$ cat config.mk
export PLATFORM = sky130hd
export DESIGN_NAME = fifo_rd_stream
export DESIGN_NICKNAME = d
export VERILOG_FILES = /design/src/rtl/fifo_pkg.sv /design/src/rtl/fifo_rd_skid_buf.sv /design/src/rtl/fifo_rd_stream.sv
export SDC_FILE = /design/constraint.sdc
export NUM_CORES = 1
export LEC_CHECK = 0
export BUFFER_PORTS_ARGS = -buffer_cell sky130_fd_sc_hd__buf_2
export CORE_ASPECT_RATIO = 2
export CORE_MARGIN = 2
export CORE_UTILIZATION = 56
export DETAILED_ROUTE_END_ITERATION = 12
export HOLD_SLACK_MARGIN = 0.08
export PLACE_DENSITY = 0.78
export SYNTH_ARGS = -nofsm -noshare
export SYNTH_HDL_FRONTEND = slang
export SYNTH_SLANG_ARGS = --single-unit
export TNS_END_PERCENT = 1
$ cat constraint.sdc
create_clock -name rclk -period 2.3 [get_ports rclk]
set_input_delay 0 -clock rclk [delete_from_list [all_inputs] [get_ports rclk]]
set_output_delay 0 -clock rclk [all_outputs]
set_load 0.03 [all_outputs]
$ cat src/rtl/fifo_pkg.sv
// Shared definitions for the FIFO read-side stream adapter and its skid buffer.
package fifo_pkg;

   localparam int unsigned DATA_WIDTH_DEF = 8;
   localparam int unsigned RD_LAT_MIN     = 1;
   localparam int unsigned RD_LAT_MAX     = 3;

   typedef logic [DATA_WIDTH_DEF-1:0] word_t;

   // Bits needed to count 0..depth words
   function automatic int unsigned occ_width(input int unsigned depth);
      return $clog2(depth + 1);
   endfunction

endpackage

$ cat src/rtl/fifo_rd_skid_buf.sv
// Circular skid buffer: tail-side write, head-side pop, occupancy counter.
module fifo_rd_skid_buf
   import fifo_pkg::*;
#(
   parameter int unsigned Data_Width = DATA_WIDTH_DEF,
   parameter int unsigned SKID_DEPTH = 4
) (
   input  logic                                 clk,
   input  logic                                 rst,
   input  logic                                 wr,
   input  logic [Data_Width-1:0]                wdata,
   input  logic                                 pop,
   output logic [Data_Width-1:0]                head_data,
   output logic [occ_width(SKID_DEPTH)-1:0]     occupancy
);

   localparam int unsigned PW = (SKID_DEPTH > 1) ? $clog2(SKID_DEPTH) : 1;
   localparam int unsigned OW = occ_width(SKID_DEPTH);

   typedef enum logic [1:0] {OCC_EMPTY, OCC_PART, OCC_FULL} occ_state_t;

   occ_state_t            occ_state;
   logic [Data_Width-1:0] mem [SKID_DEPTH];
   logic [PW-1:0]         head;
   logic [PW-1:0]         tail;

   // Pointer advance with explicit wrap for non-power-of-2 depths
   function automatic logic [PW-1:0] ptr_inc(input logic [PW-1:0] p);
      return (p == PW'(SKID_DEPTH - 1)) ? '0 : p + PW'(1);
   endfunction

   always_comb begin
      occ_state = OCC_PART;
      if (occupancy == '0)
         occ_state = OCC_EMPTY;
      else if (occupancy == OW'(SKID_DEPTH))
         occ_state = OCC_FULL;
   end

   always_ff @(posedge clk) begin
      if (rst) begin
         head      <= '0;
         tail      <= '0;
         occupancy <= '0;
         for (int i = 0; i < int'(SKID_DEPTH); i++)
            mem[i] <= '0;
      end else begin
         if (wr) begin
            mem[tail] <= wdata;
            tail      <= ptr_inc(tail);
         end
         if (pop)
            head <= ptr_inc(head);
         case ({wr, pop})
            2'b10:   occupancy <= occupancy + OW'(1);
            2'b01:   occupancy <= occupancy - OW'(1);
            default: occupancy <= occupancy;
         endcase
      end
   end

   assign head_data = mem[head];

   // Credit-based issue must never overrun or underrun the buffer
   a_no_overflow: assert property (@(posedge clk) disable iff (rst)
      !(wr && !pop && occ_state == OCC_FULL));
   a_no_underflow: assert property (@(posedge clk) disable iff (rst)
      !(pop && occ_state == OCC_EMPTY));

endmodule

$ cat src/rtl/fifo_rd_stream.sv
// FIFO pull interface to valid/ready stream with credit-based prefetch.
// FIFO_RD_STATS_EN adds word_cnt / starve_cnt counters.
module fifo_rd_stream
   import fifo_pkg::*;
#(
   parameter int unsigned Data_Width = DATA_WIDTH_DEF,
   parameter int unsigned RD_LAT     = 1,
   parameter int unsigned SKID_DEPTH = 4
) (
   input  logic                             rclk,
   input  logic                             r_rst,
   input  logic                             empty,
   output logic                             r_en,
   input  logic [Data_Width-1:0]            rdata,
   output logic                             m_valid,
   input  logic                             m_ready,
   output logic [Data_Width-1:0]            m_data,
`ifdef FIFO_RD_STATS_EN
   output logic [occ_width(SKID_DEPTH)-1:0] occupancy,
   output logic [31:0]                      word_cnt,
   output logic [31:0]                      starve_cnt
`else
   output logic [occ_width(SKID_DEPTH)-1:0] occupancy
`endif
);

   localparam int unsigned CW = $clog2(2 * SKID_DEPTH + 1);

   if (RD_LAT < RD_LAT_MIN || RD_LAT > RD_LAT_MAX) begin : g_bad_lat
      $fatal(1, "fifo_rd_stream: RD_LAT out of range 1..3");
   end
   if (SKID_DEPTH < RD_LAT + 1) begin : g_bad_depth
      $fatal(1, "fifo_rd_stream: SKID_DEPTH must be at least RD_LAT+1");
   end

   logic [RD_LAT-1:0] inflight;
   logic [CW-1:0]     inflight_cnt;
   logic [CW-1:0]     credit_used;
   logic              pop;
   logic              wr;

   assign pop = m_valid && m_ready;
   assign wr  = inflight[RD_LAT-1];

   always_comb begin
      inflight_cnt = '0;
      for (int i = 0; i < int'(RD_LAT); i++)
         inflight_cnt = inflight_cnt + CW'(inflight[i]);
   end

   // Issue only when every outstanding read is guaranteed a buffer slot
   assign credit_used = CW'(occupancy) + inflight_cnt - CW'(pop);
   assign r_en        = !r_rst && !empty && (credit_used < CW'(SKID_DEPTH));

   always_ff @(posedge rclk) begin
      if (r_rst) begin
         inflight <= '0;
      end else begin
         inflight[0] <= r_en;
         for (int i = 1; i < int'(RD_LAT); i++)
            inflight[i] <= inflight[i-1];
      end
   end

   fifo_rd_skid_buf #(
      .Data_Width (Data_Width),
      .SKID_DEPTH (SKID_DEPTH)
   ) u_skid (
      .clk       (rclk),
      .rst       (r_rst),
      .wr        (wr),
      .wdata     (rdata),
      .pop       (pop),
      .head_data (m_data),
      .occupancy (occupancy)
   );

   assign m_valid = (occupancy != '0);

`ifdef FIFO_RD_STATS_EN
   // Delivered-word count wraps; starvation count saturates
   always_ff @(posedge rclk) begin
      if (r_rst) begin
         word_cnt   <= '0;
         starve_cnt <= '0;
      end else begin
         if (pop)
            word_cnt <= word_cnt + 32'd1;
         if (m_ready && !m_valid && empty && (starve_cnt != '1))
            starve_cnt <= starve_cnt + 32'd1;
      end
   end
`endif

endmodule

==> flow_summary_export.csv <==
group,metric,value,unit
status,status,"complete, no violations",
final_layout,layout_common_cells,"32 x and2_1, 32 x edfxtp_1, 23 x buf_2",
yosys,ys_seq_elements,42,
yosys,ys_warn_count,0,
die,i_o_pins,25,
place,gp_weighted_congestion,0.725,
sta,max_freq,435,MHz
yosys,synth-compound-area-share,0.0350,
die,floorplan.initialDensity,0.579,
power_and_ir_drop,finalPower,2500,uW
yosys,synthFlopType,"edfxtp_1",
flow_run,maxCapViolCount,0,
sta,timing.slew.headroom,0.617,
min_path,hold_class,"in -> reg",
clock_tree,cts.path.max_buffers,2,
grt,number_of_global_route_vias_before_repair,1410,
place,post-dp-hpwl,2.77,mm
yosys,synthesis.area_per_instance,13.9,um2
sta,fin_ws,1.75,ps
critical_path,critPathRequiredTime,2300,ps
yosys,synth_xor_area_frac,0.00906,
power_and_ir_drop,leakage,0.000993,uW
clock_tree,cts-root-buf,"clkbuf_8",
die,core_region_area,0.00334,mm2
clock_tree,clkSlewWorstSetupHoldPaths,80,ps
clock_tree,clk_latency,300,ps
die,die_area,0.00397,mm2
yosys,post_synth_instance_area,0.00193,mm2
clock_tree,cts_num_sinks,42,
yosys,synthTopCellsByArea,"edfxtp_1 50%, and2_1 10%, dfxtp_1 10%",
yosys,muxShareOfSynthArea,0.104,
grt,grt_first_pass_wirelength,6.41,mm
yosys,asr_flop_ratio_synth,0,
place,place_ws,142,ps
final_layout,num_antenna_cells,0,
yosys,synthesis.instances,139,
yosys,synth_top_cell_area_share,0.497,
grt,overflow,0,
yosys,post_synth_and_or_nand_nor_area_fraction,0.179,
critical_path,setup_crit_start_kind,"register",
yosys,mappedNetlistNets,158,
sta,rsz_0062_raised_after_global_routing,"yes",
die,die_y,87.1,um
sta,hold-worst-slack,196,ps
sta,final_min_period_over_clock_period,0.999,
power_and_ir_drop,worst_ir_drop_vdd,0.920,mV
sta,min_period,2300,ps
critical_path,critPathCaptureType,"primary output",
yosys,post_synth_fa_ha_maj_area_fraction,0.0492,
place,place.port_buffers,24,
grt,grt_antenna_before_repair,0,
grt,grt_start_max_net_pins,16,
yosys,synth.distinct_cells,29,
clock_tree,cts_tree,"built",
final_layout,layout.nets,206,
final_layout,final_core_utilization,0.728,
detailed_routing,drt_pre_antenna_iters,4,
critical_path,flop_to_flop_setup_slack,120,ps
sta,timing_max_transition_violations_final,0,
detailed_routing,vias,1259,
critical_path,crit_fanout,5,
detailed_routing,vias_per_cell,5.72,
detailed_routing,drt_iter0_drc,37,
yosys,synth_edf_count,32,
critical_path,criticalPathCategory,"reg -> out",
grt,global_route.usage.total,0.240,
power_and_ir_drop,power-per-cell-area,1030,mW/mm2
final_layout,final_layout_size_suffix_gt1_frac,0.346,
detailed_routing,antenna_violating_nets_post_route,0,
clock_tree,cts_buffers,5,
clock_tree,htree_levels,2,
sta,timing.clock.skew,12.5,ps
die,rows,30,
yosys,synth_seq_area_share,0.601,
sta,setup_total_neg_slack,0,ps
yosys,largest_area_contributor_in_the_synthesized_netlist,"edfxtp_1",
detailed_routing,remaining_drc_errors,0,
final_layout,area_growth_syn_to_layout,25.9,%
sta,tightest_slew,574,ps
detailed_routing,routed_wirelength,4.06,mm
sta,report.final.setup_viol,0,
yosys,main_combinational_cell_family_by_area_after_synthesis,"simple AND/OR/NAND/NOR gates",
detailed_routing,wl_per_cell,18.5,um
critical_path,arrival,2300,ps
die,die_span_x,45.5,um
sta,final-hold-violation-count,0,
==> area by class of cell <==
cell class	count	area (um2)
inverters	9	33.8
multi-input cells	85	777
repair buffers	44	302
clock buffers	8	111
well taps	32	40.0
fillers	215	907
flip-flops and latches	42	1170
==> power by group <==
| group | internal (uW) | total [uW] | switching [uW] |
|---|---|---|---|
| Clock | 310 | 551 | 241 |
| Combinational | 399 | 908 | 509 |
| Sequential | 934 | 1040 | 109 |
==> sequential cells by signal, indices dropped and copies added (netlist names), named ones only <==
signal and count:
u_skid.head 2, u_skid.tail 2, u_skid.mem 32, u_skid.occupancy 3, inflight 1
==> synth_stat cells, types with 2 or more instances <==
cell type	number
and2_1	32
edfxtp_1	32
dfxtp_1	10
inv_1	9
mux4_2	8
nor2_1	8
ha_1	6
a21oi_1	4
or2_2	3
a311oi_1	2
mux2i_1	2
nand3_1	2
nor3b_1	2
nor3b_2	2
or3_1	2
xor2_1	2
==> metrics by stage <==
| stage | std cells | cell area, um2 |
|---|---|---|
| finish | 220 | 2430 |
| global route | 220 | 2430 |
| CTS | 219 | 2400 |
| detailed placement | 196 | 2130 |
| global placement | 196 | 2130 |
| floorplan | 139 | 1950 |
==> cells by family (layout without fill, tap and decap cells) <==
kind of cell    count (synthesis)  after routing
compound gates                 10             10
xor+xnor                        2              2
fa+ha+maj                       7              7
buf+inv                        12             61
flops                          42             42
mux                            10             10
simple gates                   56             56
==> metal layers <==
layer	wire, um	share of wire	global-route usage
met4	133	0.033	0.166
met5	0	0	0
met2	2430	0.60	0.451
met1	1400	0.34	0.205
met3	98	0.024	0.0394
==> final timing paths <==
path              depth (start not counted)                   to                start
setup reg to reg                         11  u_skid.occupancy[2]  u_skid.occupancy[1]
hold reg to reg                           2             register       u_skid.head[0]
hold / removal                            5             register              m_ready
setup / recovery                          9                 r_en  u_skid.occupancy[1]
==> critical path, cell delays in order, from the launching register on <==
cell	delay, ps
dfxtp_4	370
o31ai_4	250
inv_1	90
ha_2	180
inv_2	60
ha_4	120
nand3b_1	140
a211o_1	380
a311oi_4	230
buf_6	170
==> repair_timing <==
item | in CTS | in global routing
hold endpoints to repair | 37 | 0
pin swaps | 4 | 4
resized for setup | 8 | 5
endpoints found under the setup margin | 1 | 1
setup buffers | 5 | 1
hold buffers | 10 | 0
Note: power is estimated with default switching activity, not from simulation.
